===== config.mk =====
export PLATFORM = sky130hd
export DESIGN_NAME = uart_sync_fifo
export DESIGN_NICKNAME = d
export VERILOG_FILES = /design/src/rtl/uart_sync_fifo.sv
export SDC_FILE = /design/constraint.sdc
export NUM_CORES = 1
export LEC_CHECK = 0
export CAP_MARGIN = 20
export CORE_MARGIN = 1
export CORE_UTILIZATION = 63
export DETAILED_ROUTE_END_ITERATION = 12
export PLACE_DENSITY = 0.95
export SYNTH_ARGS = -nofsm -noshare
export SYNTH_HDL_FRONTEND = slang
export SYNTH_SLANG_ARGS = --single-unit

===== constraint.sdc =====
create_clock -name i_clk -period 7 [get_ports i_clk]
set_input_delay 2.1 -clock i_clk [delete_from_list [all_inputs] [get_ports i_clk]]
set_output_delay 2.1 -clock i_clk [all_outputs]
set_load 0.1 [all_outputs]

===== src/rtl/uart_sync_fifo.sv =====
// Single-clock FWFT FIFO for the UART TX/RX data paths.
// Stores an optional even-parity bit per word and checks it at the head.
module uart_sync_fifo #(
  parameter int FIFO_AW            = 4,
  parameter int FIFO_DW            = 8,
  parameter int FIFO_PARITY_ENABLE = 1
) (
  input  logic               i_clk,
  input  logic               i_nrst,
  input  logic               i_flush,
  input  logic               i_wr_req,
  input  logic [FIFO_DW-1:0] i_data_in,
  input  logic               i_err_inject,
  input  logic               i_rd_req,
  input  logic [FIFO_AW:0]   i_afull_thr,
  input  logic [FIFO_AW:0]   i_aempty_thr,
  output logic [FIFO_DW-1:0] o_data_out,
  output logic               o_valid,
  output logic               o_parity_error,
  output logic [FIFO_AW:0]   o_used,
  output logic [FIFO_AW:0]   o_free,
  output logic               o_full,
  output logic               o_almost_full,
  output logic               o_empty,
  output logic               o_almost_empty,
  output logic               o_overflow,
  output logic               o_underflow
);

  localparam int DEPTH = 2 ** FIFO_AW;
  localparam int PW    = (FIFO_PARITY_ENABLE != 0) ? 1 : 0;
  localparam int MW    = FIFO_DW + PW;
  localparam logic [FIFO_AW:0] DEPTH_C = (FIFO_AW + 1)'(DEPTH);

  logic [MW-1:0]      mem_q [DEPTH];
  logic [FIFO_AW-1:0] wr_ptr_q, wr_ptr_d;
  logic [FIFO_AW-1:0] rd_ptr_q, rd_ptr_d;
  logic [FIFO_AW:0]   cnt_q, cnt_d;
  logic               ovf_q, ovf_d;
  logic               unf_q, unf_d;

  logic               full, empty;
  logic               wr_ok, rd_ok;
  logic [MW-1:0]      wr_word;
  logic [MW-1:0]      head;

  assign full  = (cnt_q == DEPTH_C);
  assign empty = (cnt_q == '0);

  // A full FIFO still takes a write when the head is popped in the same cycle.
  assign wr_ok = i_wr_req & ~i_flush & (~full | i_rd_req);
  assign rd_ok = i_rd_req & ~i_flush & ~empty;

  assign head = mem_q[rd_ptr_q];

  if (PW == 1) begin : g_par
    assign wr_word        = {(^i_data_in) ^ i_err_inject, i_data_in};
    assign o_parity_error = ~empty & (^head);
  end else begin : g_nopar
    logic unused_inj;
    assign unused_inj     = i_err_inject;
    assign wr_word        = i_data_in;
    assign o_parity_error = 1'b0;
  end

  // Next-state for pointers, count and the error pulses.
  always_comb begin
    wr_ptr_d = wr_ptr_q;
    rd_ptr_d = rd_ptr_q;
    cnt_d    = cnt_q;
    ovf_d    = i_wr_req & ~wr_ok & ~i_flush;
    unf_d    = i_rd_req & ~rd_ok & ~i_flush;
    if (i_flush) begin
      wr_ptr_d = '0;
      rd_ptr_d = '0;
      cnt_d    = '0;
    end else begin
      if (wr_ok) wr_ptr_d = wr_ptr_q + 1'b1;
      if (rd_ok) rd_ptr_d = rd_ptr_q + 1'b1;
      unique case (1'b1)
        (wr_ok & ~rd_ok): cnt_d = cnt_q + 1'b1;
        (rd_ok & ~wr_ok): cnt_d = cnt_q - 1'b1;
        default:          cnt_d = cnt_q;
      endcase
    end
  end

  // Control state register.
  always_ff @(posedge i_clk or negedge i_nrst) begin
    if (!i_nrst) begin
      wr_ptr_q <= '0;
      rd_ptr_q <= '0;
      cnt_q    <= '0;
      ovf_q    <= 1'b0;
      unf_q    <= 1'b0;
    end else begin
      wr_ptr_q <= wr_ptr_d;
      rd_ptr_q <= rd_ptr_d;
      cnt_q    <= cnt_d;
      ovf_q    <= ovf_d;
      unf_q    <= unf_d;
    end
  end

  // Storage array; contents are don't-care until written.
  always_ff @(posedge i_clk) begin
    if (wr_ok) mem_q[wr_ptr_q] <= wr_word;
  end

  assign o_data_out     = empty ? '0 : head[FIFO_DW-1:0];
  assign o_valid        = ~empty;
  assign o_used         = cnt_q;
  assign o_free         = DEPTH_C - cnt_q;
  assign o_full         = full;
  assign o_empty        = empty;
  assign o_almost_full  = (cnt_q >= i_afull_thr);
  assign o_almost_empty = (cnt_q <= i_aempty_thr);
  assign o_overflow     = ovf_q;
  assign o_underflow    = unf_q;

endmodule


==> out/metrics.yaml <==
clock_network:
  path_clk_slew_ps: 60
  clkSinkCount: 159
  clockBufferDepth: 2
  ctsResizeCount: 0
  cts_made_buffers: 17
  postCtsSetupBuffers: 0
  clock_latency_ps: 540
  htreeDepth: 4
  cts-root-buf: "clkbuf_8"
  cts_tree: "yes"
  ctsHoldBuffers: 0
finish:
  area_delta_synth_final_pct: 16.0
  final_core_util_pct: 75.0
  layout.nets: 500
  drive_above_1_share_pct: 18.1
  fill_cells: 555
  antenna_cells: 0
sta:
  rsz0062_at_grt: "false"
  tightest_slew_ps: 1030
  finalHoldViolations: 0
  slew_viol_final: 0
  clock_skew_ps: 5.03
  setup_violations: 0
  slew-limit-headroom_pct: 31.0
  fin_crit_ps: 6120
  max_freq_mhz: 163
  finalSetupTns_ps: 0
  finalCritPeriodShare_pct: 87.4
worst_setup_path:
  reg2regPathDepth: 9
  worstPathArrival_ps: 4020
  critPathLaunchType: "input port"
  critical_path_class: "in2out"
  r2r-start: "o_used[1]$_DFFE_PN0P_"
  cp-startpoint: "i_aempty_thr[1]"
  worstSetupEndpointType: "output port"
  path_max_fanout: 2
  cp.required_ps: 4900
status:
  status: "completed"
detailed_routing:
  drcViolationCount: 0
  dr.pass1.iters: 5
  initialDrtViolationCount: 558
  post_drt_via_cell_ratio: 6.51
  vias: 3967
  drt-total-wl_microns: 15500
  ant_nets: 0
  wl_per_cell_microns: 25.5
global_routing:
  grt-ovfl-total: 0
  grt_usage_pct: 29.9
  grt_pass1_wl_microns: 23900
  grt_max_degree: 40
  grt_antenna_before_repair: 0
  grt_pass1_vias: 4034
floorplanning:
  core_area_sq_um: 10800
  initial_core_util_pct: 64.6
  die-area_sq_um: 11500
  ioPinCount: 50
  die_w_microns: 107
  die_y_microns: 107
  core.rowCount: 38
synth:
  synth_cell_types: 41
  syn_avg_cell_area_sq_um: 17.5
  yosysSeqAreaShare_pct: 67.1
  yosys_register_bits: 159
  synth_nets: 444
  synth_top_area_cell: "edfxtp_1"
  netlist_area_sq_um: 7010
  yosysWarningCount: 0
  synth.top_cell.area_share_pct: 61.7
  ys_top_cells_by_area: "edfxtp_1 (62%), mux4_2 (12%), dfrtp_1 (5.4%)"
  netlist_instances: 401
placement:
  io_buffers: 49
  gp_congestion: 0.837
  hpwl_microns: 9830
min_path:
  hold_class: "reg2reg"
  whs_path_depth: 2
  hp-start: "wr_ptr_q[1]$_DFFE_PN0P_"
pwr:
  powerDensity_nw_per_um2: 419
  total_power_mw: 3.41
  p_leak_nw: 2.73
  irDropWorstVdd_v: 0.000512
flow_run:
  drv_cap: 0
[synthesized netlist by cell type]
cell type  number
a21o_1          1
a21oi_1         7
a22oi_1         3
a22oi_2         1
a31oi_1         2
and2_1         13
and3_1          1
buf_2           5
buf_4           3
buf_6           3
buf_8           1
clkbuf_1        7
dfrtp_1        15
edfxtp_1      144
ha_1           19
inv_1          20
mux2_2          2
mux2i_1         2
mux2i_4         1
mux4_1          3
mux4_2         38
nand2_1        15
nand2b_1        4
nand3_1        12
nand3b_1        1
nand4_1         3
nor2_1         21
nor2b_1         6
nor3_1          2
nor3b_1         4
nor4_1          5
nor4b_1         1
o21ai_0         3
o22ai_1         1
or2_2           1
or3_1           1
or4b_2          1
xnor2_1        19
xor2_1          8
xor3_1          1
xor3_2          1
[cell families after synthesis]
kind of cell / after synthesis / synth area share [%]
simple gates: 91 / 6.77
compound gates: 18 / 1.59
flops: 159 / 67.1
xor+xnor: 29 / 4.07
fa+ha+maj: 19 / 3.39
buf+inv: 39 / 2.82
mux: 46 / 14.3
[power by group]
| group | total, mW | switching [mW] | leakage (nW) | internal, mW |
|---|---|---|---|---|
| Clock | 0.779 | 0.348 | 0.226 | 0.431 |
| Combinational | 1.50 | 1.04 | 1.00 | 0.466 |
| Sequential | 1.13 | 0.0563 | 1.50 | 1.07 |
[state kept, by name (all words and copies together), names as in the netlist]
| signal | count |
|---|---|
| o_underflow | 1 |
| rd_ptr_q | 4 |
| o_used | 5 |
| mem_q | 144 |
| o_overflow | 1 |
| wr_ptr_q | 4 |
[cell type report]
type,count,area [sq um],area share (%)
Clock buffer,21,429,5.28
Multi-Input combinational cell,203,2130,26.2
Tap cell,140,175,2.15
Inverter,20,75.1,0.924
Sequential cell,159,4700,57.8
Timing Repair Buffer,56,548,6.74
Clock inverter,10,67.6,0.831
[through the flow]
step	instances	hold slack, ps	instance area [sq um]	setup WS (ps)
finish	609	624	8130	879
global route	609	674	8130	767
CTS	608	621	8120	897
detailed placement	577	610	7620	903
global placement	577	575	7620	1090
floorplan	401	556	7010	119
[placed cells by master, fill, tap and decap left out, types with 5 or more instances in the layout]
cell and instances:
buf_4 9, xor2_1 8, ha_1 19, clkbuf_16 16, dfrtp_1 14, mux4_2 38
and2_1 13, nand2_1 15, inv_1 20, nor2b_1 6, nand3_1 12, xnor2_1 19
clkdlybuf4s50_1 46, edfxtp_1 144, a21oi_1 7, nor2_1 21, clkinvlp_4 5
[layer usage]
metal	GRT usage [%]	share of wire (%)	routed length (microns)	up-vias
met5	0	0	0	-
met4	14.5	4.2	652	0
met2	47.8	50	7750	285
met3	5.99	9.4	1460	56
li1	-	-	-	1657
met1	39.8	37	5680	1969
[worst max-delay path: stages]
cell             delay [ps]
clkdlybuf4s50_1         470
inv_1                    40
ha_1                    290
nor2b_1                 130
o21ai_0                 140
nand2b_1                 80
a21oi_1                 160
nor2b_1                  80
o22ai_1                 190
buf_4                   330
[worst paths after layout]
path / to / slack [ps]
worst min register to register: wr_ptr_q[1]$_DFFE_PN0P_ / 620
min in group asynchronous: o_underflow$_DFF_PN0_ / 1990
worst max register to register: mem_q[12][6]$_DFFE_PP_ / 3350
worst min-delay path: wr_ptr_q[1]$_DFFE_PN0P_ / 620
max in group asynchronous: rd_ptr_q[0]$_DFFE_PN0P_ / 4510
worst max-delay path: o_almost_empty / 880
(Power assumes the default switching activity.)
